[src/rtl/div_pkg.sv]
// Shared types and defaults for the divider request issuer.
// The saturated quotient is sliced from an all-ones constant to the active width.
package div_pkg;

  localparam int DEF_W       = 4;
  localparam int DEF_DEPTH   = 4;
  localparam int DEF_TIMEOUT = 15;

  localparam logic [63:0] SAT_QUOT_ALL = {64{1'b1}};

  typedef enum logic [1:0] {
    ST_IDLE  = 2'd0,
    ST_ISSUE = 2'd1,
    ST_WAIT  = 2'd2,
    ST_HOLD  = 2'd3
  } state_t;

endpackage

[src/rtl/div_op_fifo.sv]
// Operand queue: power-of-two ring buffer with registered full/empty flags.
// A push into a full queue is accepted when a pop happens in the same cycle.
module div_op_fifo #(
  parameter int DW    = 8,
  parameter int DEPTH = 4
) (
  input  logic          clk,
  input  logic          rst,
  input  logic          push,
  input  logic          pop,
  input  logic [DW-1:0] push_data,
  output logic [DW-1:0] pop_data,
  output logic          full,
  output logic          empty
);

  localparam int AW = (DEPTH > 1) ? $clog2(DEPTH) : 1;
  localparam int CW = AW + 1;
  localparam logic [CW-1:0] FULL_CNT = CW'(DEPTH);

  logic [DW-1:0] mem_r [DEPTH];
  logic [AW-1:0] wr_ptr_r;
  logic [AW-1:0] rd_ptr_r;
  logic [CW-1:0] count_r;
  logic          full_r;
  logic          empty_r;

  logic          do_push_s;
  logic          do_pop_s;
  logic [CW-1:0] count_nxt_s;

  // Qualify push/pop and compute the next occupancy.
  always_comb begin
    do_pop_s    = pop && !empty_r;
    do_push_s   = push && (!full_r || do_pop_s);
    count_nxt_s = count_r;
    if (do_push_s && !do_pop_s) begin
      count_nxt_s = count_r + CW'(1);
    end else if (do_pop_s && !do_push_s) begin
      count_nxt_s = count_r - CW'(1);
    end else begin
      count_nxt_s = count_r;
    end
  end

  // Storage, pointers and flags; pointers wrap naturally at DEPTH.
  always_ff @(posedge clk) begin
    if (!rst) begin
      for (int i = 0; i < DEPTH; i++) begin
        mem_r[i] <= {DW{1'b0}};
      end
      wr_ptr_r <= {AW{1'b0}};
      rd_ptr_r <= {AW{1'b0}};
      count_r  <= {CW{1'b0}};
      full_r   <= 1'b0;
      empty_r  <= 1'b1;
    end else begin
      if (do_push_s) begin
        mem_r[wr_ptr_r] <= push_data;
        wr_ptr_r        <= wr_ptr_r + AW'(1);
      end
      if (do_pop_s) begin
        rd_ptr_r <= rd_ptr_r + AW'(1);
      end
      count_r <= count_nxt_s;
      full_r  <= (count_nxt_s == FULL_CNT);
      empty_r <= (count_nxt_s == {CW{1'b0}});
    end
  end

  assign pop_data = mem_r[rd_ptr_r];
  assign full     = full_r;
  assign empty    = empty_r;

endmodule

[src/rtl/div_req_issuer.sv]
// Feeds queued operand pairs to an external divider one at a time and holds
// each result (normal, divide-by-zero or timeout) until the consumer takes it.
module div_req_issuer
  import div_pkg::*;
#(
  parameter int W       = DEF_W,
  parameter int DEPTH   = DEF_DEPTH,
  parameter int TIMEOUT = DEF_TIMEOUT
) (
  input  logic         clk,
  input  logic         rst,
  input  logic         in_valid,
  output logic         in_ready,
  input  logic [W-1:0] in_x,
  input  logic [W-1:0] in_y,
  output logic         div_start,
  output logic [W-1:0] div_x,
  output logic [W-1:0] div_y,
  input  logic         div_valid,
  input  logic [W-1:0] div_quot,
  input  logic [W-1:0] div_rem,
  output logic         res_valid,
  input  logic         res_ready,
  output logic [W-1:0] res_quot,
  output logic [W-1:0] res_rem,
  output logic         res_dbz,
  output logic         res_tmo
);

  localparam int TW = $clog2(TIMEOUT + 1);
  localparam logic [TW-1:0] TMO_LAST = TW'(TIMEOUT - 1);
  localparam logic [W-1:0]  SAT_Q    = SAT_QUOT_ALL[W-1:0];

  state_t        state_r;
  logic          in_ready_en_r;
  logic          div_start_r;
  logic [W-1:0]  div_x_r;
  logic [W-1:0]  div_y_r;
  logic          res_valid_r;
  logic [W-1:0]  res_quot_r;
  logic [W-1:0]  res_rem_r;
  logic          res_dbz_r;
  logic          res_tmo_r;
  logic [TW-1:0] tmo_cnt_r;
  logic          dv_prev_r;

  logic          push_s;
  logic          pop_s;
  logic          fifo_full_s;
  logic          fifo_empty_s;
  logic [2*W-1:0] head_s;
  logic [W-1:0]  head_x_s;
  logic [W-1:0]  head_y_s;
  logic          done_s;

  assign push_s   = in_valid && in_ready;
  assign pop_s    = (state_r == ST_IDLE) && !fifo_empty_s;
  assign head_x_s = head_s[2*W-1:W];
  assign head_y_s = head_s[W-1:0];
  // Only a rising edge counts, so a level left high from earlier is ignored.
  assign done_s   = div_valid && !dv_prev_r;

  div_op_fifo #(
    .DW    (2 * W),
    .DEPTH (DEPTH)
  ) u_fifo (
    .clk       (clk),
    .rst       (rst),
    .push      (push_s),
    .pop       (pop_s),
    .push_data ({in_x, in_y}),
    .pop_data  (head_s),
    .full      (fifo_full_s),
    .empty     (fifo_empty_s)
  );

  // Issue/wait/hold sequencer with all outward signals registered.
  always_ff @(posedge clk) begin
    if (!rst) begin
      state_r       <= ST_IDLE;
      in_ready_en_r <= 1'b0;
      div_start_r   <= 1'b0;
      div_x_r       <= {W{1'b0}};
      div_y_r       <= {W{1'b0}};
      res_valid_r   <= 1'b0;
      res_quot_r    <= {W{1'b0}};
      res_rem_r     <= {W{1'b0}};
      res_dbz_r     <= 1'b0;
      res_tmo_r     <= 1'b0;
      tmo_cnt_r     <= {TW{1'b0}};
      dv_prev_r     <= 1'b0;
    end else begin
      in_ready_en_r <= 1'b1;
      dv_prev_r     <= div_valid;
      case (state_r)
        ST_IDLE: begin
          if (!fifo_empty_s) begin
            div_x_r <= head_x_s;
            div_y_r <= head_y_s;
            if (head_y_s == {W{1'b0}}) begin
              res_quot_r  <= SAT_Q;
              res_rem_r   <= head_x_s;
              res_dbz_r   <= 1'b1;
              res_tmo_r   <= 1'b0;
              res_valid_r <= 1'b1;
              state_r     <= ST_HOLD;
            end else begin
              div_start_r <= 1'b1;
              state_r     <= ST_ISSUE;
            end
          end
        end
        ST_ISSUE: begin
          div_start_r <= 1'b0;
          tmo_cnt_r   <= {TW{1'b0}};
          state_r     <= ST_WAIT;
        end
        ST_WAIT: begin
          if (done_s) begin
            res_quot_r  <= div_quot;
            res_rem_r   <= div_rem;
            res_dbz_r   <= 1'b0;
            res_tmo_r   <= 1'b0;
            res_valid_r <= 1'b1;
            tmo_cnt_r   <= {TW{1'b0}};
            state_r     <= ST_HOLD;
          end else if (tmo_cnt_r == TMO_LAST) begin
            res_quot_r  <= SAT_Q;
            res_rem_r   <= {W{1'b0}};
            res_dbz_r   <= 1'b0;
            res_tmo_r   <= 1'b1;
            res_valid_r <= 1'b1;
            tmo_cnt_r   <= {TW{1'b0}};
            state_r     <= ST_HOLD;
          end else begin
            tmo_cnt_r <= tmo_cnt_r + TW'(1);
          end
        end
        ST_HOLD: begin
          if (res_ready) begin
            res_valid_r <= 1'b0;
            res_quot_r  <= {W{1'b0}};
            res_rem_r   <= {W{1'b0}};
            res_dbz_r   <= 1'b0;
            res_tmo_r   <= 1'b0;
            state_r     <= ST_IDLE;
          end
        end
        default: begin
          div_start_r <= 1'b0;
          res_valid_r <= 1'b0;
          state_r     <= ST_IDLE;
        end
      endcase
    end
  end

  assign in_ready  = in_ready_en_r && !fifo_full_s;
  assign div_start = div_start_r;
  assign div_x     = div_x_r;
  assign div_y     = div_y_r;
  assign res_valid = res_valid_r;
  assign res_quot  = res_quot_r;
  assign res_rem   = res_rem_r;
  assign res_dbz   = res_dbz_r;
  assign res_tmo   = res_tmo_r;

endmodule
[config.mk]
export PLATFORM = sky130hd
export DESIGN_NAME = div_req_issuer
export DESIGN_NICKNAME = d
export VERILOG_FILES = /design/src/rtl/div_pkg.sv /design/src/rtl/div_op_fifo.sv /design/src/rtl/div_req_issuer.sv
export SDC_FILE = /design/constraint.sdc
export NUM_CORES = 1
export LEC_CHECK = 0
export CORE_ASPECT_RATIO = 1.25
export CORE_MARGIN = 2
export CORE_UTILIZATION = 25
export CTS_CLUSTER_DIAMETER = 60
export DETAILED_ROUTE_END_ITERATION = 10
export PLACE_DENSITY = 0.44
export SETUP_SLACK_MARGIN = 0.02
export SKIP_LAST_GASP = 1
export SYNTH_ARGS = -nofsm -noshare
export SYNTH_HDL_FRONTEND = slang
export SYNTH_HIERARCHICAL = 1
export SYNTH_SLANG_ARGS = --single-unit
[constraint.sdc]
create_clock -name clk -period 3.25 [get_ports clk]
set_input_delay 0.65 -clock clk [delete_from_list [all_inputs] [get_ports clk]]
set_output_delay 0.65 -clock clk [all_outputs]
set_load 0.02 [all_outputs]
======== Word-level counts from Yosys, hierarchy flattened ========
Memory sizes are Yosys's and may differ from the RTL's. A register that Yosys moved wholly into a read port is not among the register bits.
Cells that the tools add are included.
word-level totals
  logic and storage cells ................. 107
  input bits .............................. 21
  output and inout port bits .............. 21
  memory bits (writable) .................. 32
  register bits after elaboration ......... 37
  latch bits .............................. 0
  memories kept ........................... 1
  ROM bits ................................ 0
cells by class
  bitwise logic cells ..................... 1
  equality and inequality tests ........... 10
  div/mod/pow operators ................... 0
  multipliers ............................. 0
  add/subtract/negate cells ............... 5
  muxes and demuxes ....................... 48
  reductions and logical operators ........ 25
  magnitude comparators ................... 0
  shift operators ......................... 0
memories
  memory        words  bits a word  read ports  clocked after Yosys merged registers in  wr ports  RTL line           source
  u_fifo.mem_r  4      8            1           1                                        4         div_op_fifo.sv:21  logic [DW-1:0] mem_r [DEPTH];
operators with widths
  kind                   number
  $mux W4                11
  $pmux W4 S3            2
  $mux W1                18
  $mux W2                8
  $pmux W1 S3            3
  $logic_and A1 B1 Y1    8
  $mux W8                1
  $pmux W2 S4            1
  $pmux W4 S2            1
  $reduce_or A8 Y1       1
  $mux W3                2
  $ne A2 B2 Y1 const B   3
  $reduce_and A3 Y1      2
  $logic_not A1 Y1       5
  $reduce_and A5 Y1      1
  $add A2 B1 Y2 const B  2
  $add A4 B1 Y4 const B  1
  $eq A2 B2 Y1 const B   2
  $eq A4 B4 Y1 const B   1
  $logic_not A4 Y1       1
  $reduce_bool A2 Y1     2
  $add A3 B1 Y3 const B  1
  $eq A3 B3 Y1 const B   1
  $logic_not A3 Y1       1
  other kinds (10)       10

======== Depth between registers and ports, before layout ========
Gate-level depths: netlist (run 1).
  depth after elaboration ................. 10
  depth in mapped cells ................... 10
  mapped depth without buffers ............ 8

======== Hierarchy ========
The synthesis (run 1) kept the hierarchy.
by module, submodules not included
  module          seq. area each (um^2)  times used  area each (um^2)  cells an instance
  div_op_fifo     1181.1                 1           1996.9            134
  div_req_issuer  560.5                  1           1392.6            150

======== Least setup slack after synthesis (run 1) ========
No wires, ideal clock.
  path kind ............................... flip-flop to flip-flop
  start point ............................. register state_r[0]
  end point ............................... memory u_fifo.mem_r[0][0], enable pin
  arrival time ............................ 2207 ps
  data required time ...................... 2944 ps
  stages on the path, launching flop included .. 11
  path buffers ............................ 2
  period minus slack after synthesis ...... 2513 ps
  path slack .............................. 737 ps
  setup time .............................. 306 ps
  path through ............................ dfxtp_1 > inv_1 > ha_1 > nand2b_1 > clkbuf_1 > clkinv_1 > nor2b_4 > buf_6 > o211ai_4 > nor3_4 > nand2b_1
RTL lines
  element                 RTL line               source
  from (decl)             div_req_issuer.sv:34   state_t state_r;
  from (signal assigned)  div_req_issuer.sv:80   state_r <= ST_IDLE;
  from (signal assigned)  div_req_issuer.sv:106  state_r <= ST_HOLD;
  from (signal assigned)  div_req_issuer.sv:109  state_r <= ST_ISSUE;
  to (decl)               div_op_fifo.sv:21

==> results of run 1 <==
-- path summary, 6_finish.rpt --
path            start       end  cells past startpoint
min          div_y[3]  div_y[3]                      2
max          register   res_tmo                      5
min reg2reg  div_y[3]  div_y[3]                      2
max reg2reg  register   res_tmo                      5
-- flip-flops by register name, indices dropped and copies added (netlist names), named ones only --
name / cells
u_fifo/mem_r: 32
div_start: 1
u_fifo/full: 1
res_valid: 1
u_fifo/empty: 1
res_tmo: 1
div_x: 4
res_rem: 4
tmo_cnt_r: 4
res_quot: 4
state_r: 2
u_fifo/wr_ptr_r: 2
div_y: 4
in_ready_en_r: 1
dv_prev_r: 1
res_dbz: 1
u_fifo/rd_ptr_r: 2
u_fifo/count_r: 3
-- synth_stat cells (all sizes together), types with 5 or more instances --
cell type	count	area, um2
and2	39	246
dfxtp	39	781
edfxtp	32	961
a21oi	24	124
nand2	20	75.1
nor2	13	48.8
a211oi	10	125
buf	8	75.1
ha	8	100
inv	8	30.0
mux4	8	180
clkbuf	7	26.3
mux2i	5	50.1
nand2b	5	38.8
xnor2	5	43.8
-- metrics by stage --
step	worst slack (ps)	power, W	cell area, um2
finish	613	0.00314	4230
global route	427	0.00332	4230
CTS	556	0.00319	4230
detailed placement	575	0.00228	3970
global placement	605	0.00228	3970
floorplan	737	0.00199	3390
-- area by class of cell --
| cell class | instances | area (um2) | share of cell area |
|---|---|---|---|
| Inverter | 9 | 33.8 | 0.00798 |
| Multi-Input combinational cell | 189 | 1510 | 0.357 |
| Clock inverter | 5 | 35.0 | 0.00828 |
| Timing Repair Buffer | 48 | 463 | 0.109 |
| Clock buffer | 11 | 233 | 0.0550 |
| Tap cell | 171 | 214 | 0.0505 |
| Sequential cell | 71 | 1740 | 0.411 |
-- worst max-delay path, delay by kind of cell (launching register included) --
family          cells  cell delay, ps
compound gates      1             290
flops               1             630
mux                 2             790
simple gates        2             860
-- cells by family (layout without fill, tap and decap cells) --
logic type	count (synthesis)	count (layout)	share of synthesized area
AO/OA/AOI/OAI	55	55	0.131
XOR/XNOR	9	9	0.0255
adder cells (fa/ha/maj)	8	8	0.0295
buffers and inverters	24	73	0.0399
flip-flops	71	71	0.514
multiplexers	13	13	0.0679
AND/OR/NAND/NOR	104	104	0.193
-- power by group through the flow --
stage / sequential, W / clock, W / combinational (W)
CTS: 0.00116 / 0.000916 / 0.00111
global route: 0.00117 / 0.000948 / 0.00120
floorplan: 0.00123 / 0 / 0.000767
detailed placement: 0.00118 / 0 / 0.00110
global placement: 0.00118 / 0 / 0.00110
finish: 0.00116 / 0.000890 / 0.00109
-- metal layers --
metal,share of wire,global-route usage,up-vias
met1,0.43,0.137,1006
met2,0.50,0.186,51
met3,0.043,0.0248,11
met4,0.023,0.0620,0
li1,-,-,1107
met5,0,0,-
==> results.py, run 1 <==
metrics = {
    "setup_path": {
        "cp_max_fo": 11,
        "reg2reg_setup_slack_ps": 610,
        "end_kind": "register",
        "critical_path.cell_chain": "mux4_2, or4_4, a21oi_2, and2_4, mux2i_1",
        "critPathArrivalTime_ps": 2910,
        "startpoint_type": "register",
        "crit_required_ps": 3520,
        "path_class": "reg -> reg",
        "cp_slowest_cell": "dfxtp_1",
        "cpPeakStageDelay_ps": 630,
    },
    "routing": {
        "drcViolationCount": 0,
        "num_vias": 2175,
        "first_pass_iters": 4,
        "wl_per_cell_um": 14.9,
        "drtAntennaViolNets": 0,
        "vias_per_cell": 4.32,
        "wirelength_um": 7500,
        "drt-initial-drc-count": 67,
    },
    "clocking": {
        "numCtsBuffers": 9,
        "clock_path_buffers": 2,
        "postCtsSetupBuffers": 0,
        "clock-sinks": 71,
        "h-tree-depth": 3,
        "cts-resized-gates": 0,
        "cts.clk_slew.worst_paths_ps": 60,
        "clk-insertion-delay-late_ps": 340,
        "cts-root-buf": "clkbuf_16",
        "cts_tree": "done",
        "cts_hold_buf": 0,
    },
    "placed_design": {
        "dp.cells": 488,
        "numPortBuffers": 41,
        "dpl.hpwl_um": 5600,
        "gp_congestion": 0.768,
    },
    "pwr": {
        "ir_drop_mv": 0.304,
        "pwr-share-comb": 0.348,
        "p_leak_nw": 1.52,
        "intPower_w": 0.00206,
        "sequentialPowerShare": 0.369,
        "p_switching_w": 0.00108,
        "p_per_area_nw_per_um2": 741,
        "netSwitchingFraction": 0.344,
        "pwr-share-clk": 0.284,
    },
    "synthesis": {
        "syn_avg_cell_area_um2": 11.9,
        "postSynthCellCount": 284,
        "ys.flop_type": "dfxtp_1",
        "ys_types": 51,
        "yosysWarnings": 6,
        "synth-seq-cells": 71,
        "seq_area_frac_synth": 0.514,
        "synth_nets": 313,
        "synthArstFlopShare": 0,
        "netlist_area_um2": 3390,
        "synth_edf_count": 32,
    },
    "global_route": {
        "grt_antenna_before_repair": 0,
        "grt_max_degree": 21,
        "grt_usage": 0.113,
        "grt_pass1_wl_um": 12400,
        "first_global_vias": 2313,
        "overflow": 0,
    },
    "sta": {
        "rsz0062_at_grt": "false",
        "max_slew_margin": 0.449,
        "tightestPinTransition_ps": 825,
        "fin_crit_sh": 0.811,
        "skew_ps": 9.29,
        "final-hold-violation-count": 0,
        "slew_viol_final": 0,
        "finalSetupViolations": 0,
        "fmax_mhz": 379,
        "tns_ps": 0,
        "fin_hold_ws_ps": 457,
        "min_period_ps": 2640,
    },
    "finish": {
        "n_fill_cell": 1319,
        "syn_to_final_growth_pct": 24.9,
        "antenna_cells": 0,
        "nNetsFinal": 357,
        "drive_gt1_frac": 0.165,
        "fin_util": 0.320,
        "layout_commonest_cell": "clkdlybuf4s50_1",
        "layoutNonFillerInstCount": 504,
        "final_cell_mix": "clkdlybuf4s50_1 (41), dfxtp_1 (39), and2_1 (38), edfxtp_1 (32), a21oi_1 (23)",
    },
    "floorplanning": {
        "die_x_um": 108,
        "initial_core_util": 0.256,
        "chipHeight_um": 134,
        "row_count": 47,
        "fp.coreArea_um2": 13200,
        "io_pins": 42,
        "dieArea_um2": 14500,
    },
    "worst_hold_path": {
        "min_path_type": "reg -> reg",
    },
    "flow_run": {
        "cap_violations": 0,
    },
    "status": {
        "status": "finished clean",
    },
}
Note: power is estimated with default switching activity, not from simulation.
==> inputs of run 2 (changes only) <==
Clock period 3.25 ns to 2.8 ns, I/O delays scaled along.
==> results.py, run 2 (same netlist as run 1, synthesis figures left out) <==
metrics = {
    "finish": {
        "layout_commonest_cell": "clkdlybuf4s50_1",
        "drive_gt1_frac": 0.180,
        "postLayoutCellArea_um2": 4340,
        "largest_reg_flops": 32,
        "final_cell_mix": "clkdlybuf4s50_1 (41), dfxtp_1 (39), and2_1 (38), edfxtp_1 (32), a21oi_1 (23)",
        "max_flop_register": "u_fifo/mem_r",
        "syn_to_final_growth_pct": 28.1,
        "nNetsFinal": 362,
        "antenna_cells": 0,
    },
    "global_route": {
        "overflow": 0,
        "grt_pass1_wl_um": 12100,
        "grt_usage": 0.111,
        "first_global_vias": 2305,
        "grt_max_degree": 21,
        "grt_antenna_before_repair": 0,
    },
    "clocking": {
        "cts.clk_slew.worst_paths_ps": 60,
        "clock-sinks": 71,
        "cts-resized-gates": 0,
        "cts_tree": "done",
        "numCtsBuffers": 9,
        "h-tree-depth": 3,
        "clock_path_buffers": 2,
        "cts_hold_buf": 0,
        "postCtsSetupBuffers": 0,
        "clk-insertion-delay-late_ps": 330,
        "cts-root-buf": "clkbuf_16",
    },
    "placed_design": {
        "dpl.hpwl_um": 5770,
        "gp_congestion": 0.730,
        "place_area_um2": 4000,
        "numPortBuffers": 41,
    },
    "routing": {
        "wl_per_cell_um": 14.8,
        "wl_met2_um": 3840,
        "wirelength_um": 7520,
        "vias_per_cell": 4.35,
        "wl_met1_um": 3180,
        "num_vias": 2213,
        "top_layer_used": "met4",
        "first_pass_iters": 4,
        "drt-initial-drc-count": 73,
        "met3_length_um": 306,
        "drcViolationCount": 0,
        "drtAntennaViolNets": 0,
    },
    "setup_path": {
        "critical_path.cell_chain": "buf_4, mux4_2, or4_4, a21oi_2, buf_4, a21oi_1, a211oi_2",
        "rr_worst_depth": 7,
        "path_common_cell": "buf_4",
        "path_class": "reg -> reg",
        "startpoint_type": "register",
        "cp_num_cells": 7,
        "timing.rr.end": "res_rem[0]",
        "end_kind": "register",
        "reg2reg_setup_slack_ps": 460,
        "cpPeakStageDelay_ps": 530,
        "crit_buf_inv": 2,
        "cp_top_family": "multiplexers",
        "cp_max_fo": 10,
        "cp_slowest_cell": "mux4_2",
        "crit_required_ps": 3060,
        "crit_end": "res_rem[0]",
        "critPathArrivalTime_ps": 2600,
    },
    "sta": {
        "finalSetupViolations": 0,
        "tns_ps": 0,
        "tightestPinTransition_ps": 746,
        "fin_hold_ws_ps": 461,
        "skew_ps": 5.73,
        "fmax_mhz": 428,
        "fin_crit_sh": 0.834,
        "slew_viol_final": 0,
        "final-hold-violation-count": 0,
        "max_slew_margin": 0.502,
        "rsz0062_at_grt": "false",
        "min_period_ps": 2340,
    },
    "floorplanning": {
        "chipHeight_um": 134,
        "dieArea_um2": 14500,
        "fp.coreArea_um2": 13200,
        "row_count": 47,
        "io_pins": 42,
        "initial_core_util": 0.256,
        "die_x_um": 108,
    },
    "pwr": {
        "p_switching_w": 0.00125,
        "pwr-share-comb": 0.330,
        "intPower_w": 0.00267,
        "sequentialPowerShare": 0.340,
        "p_per_area_nw_per_um2": 904,
        "p_leak_nw": 1.58,
        "ir_drop_mv": 0.296,
        "netSwitchingFraction": 0.320,
        "pwr-share-clk": 0.330,
    },
    "status": {
        "status": "finished clean",
    },
    "flow_run": {
        "cap_violations": 0,
    },
    "worst_hold_path": {
        "min_path_type": "reg -> reg",
    },
}
## run 2: cell types whose count changed in the layout (fill, tap and decap cells not counted), sizes merged
cell	delta
buf	+5
clkinv	-1
clkbuf	-1
bufinv	+3
clkinvlp	-1
## run 2: per-layer routing
metal  global-route usage  up-vias
li1                     -     1110
met1                0.129     1051
met2                0.190       41
met3               0.0214       11
met4               0.0641        0
met5                    0        -
## run 2: layout make-up
cell class | count | area (um2)
Fill cell | 1332 | 8890
Sequential cell | 71 | 1740
Multi-Input combinational cell | 189 | 1510
Timing Repair Buffer | 53 | 500
Clock buffer | 10 | 229
Tap cell | 171 | 214
Clock inverter | 6 | 109
Inverter | 9 | 33.8
## run 2: worst min path at each step
stage / end / from / cells past startpoint
floorplan: register / u_fifo/rd_ptr_r[1] / 2
global placement: res_tmo / res_tmo / 2
detailed placement: div_x[0] / div_x[0] / 2
CTS: div_x[0] / div_x[0] / 2
global route: res_tmo / res_tmo / 2
finish: div_x[0] / div_x[0] / 2
## run 2: worst min-delay path, delay by kind of cell (launching register included)
| kind | cells | cell delay, ps |
|---|---|---|
| flops | 1 | 310 |
| simple gates | 1 | 50 |
| compound gates | 1 | 50 |
## run 2: stage by stage
stage / util / total power, W / instances / worst slack (ps)
6_report: 0.328 / 0.00392 / 509 / 464
5_1_grt: 0.328 / 0.00413 / 509 / 294
4_1_cts: 0.328 / 0.00398 / 509 / 451
3_5_place_dp: 0.303 / 0.00267 / 493 / 430
3_3_place_gp: 0.303 / 0.00266 / 493 / 452
2_1_floorplan: - / 0.00231 / 284 / 287
## run 2: power groups by stage
stage	Clock [W]	Combinational, W	Sequential (W)
5_1_grt	0.00136	0.00142	0.00135
2_1_floorplan	0	0.000890	0.00142
4_1_cts	0.00133	0.00131	0.00134
6_report	0.00130	0.00130	0.00133
3_5_place_dp	0	0.00131	0.00136
3_3_place_gp	0	0.00131	0.00136
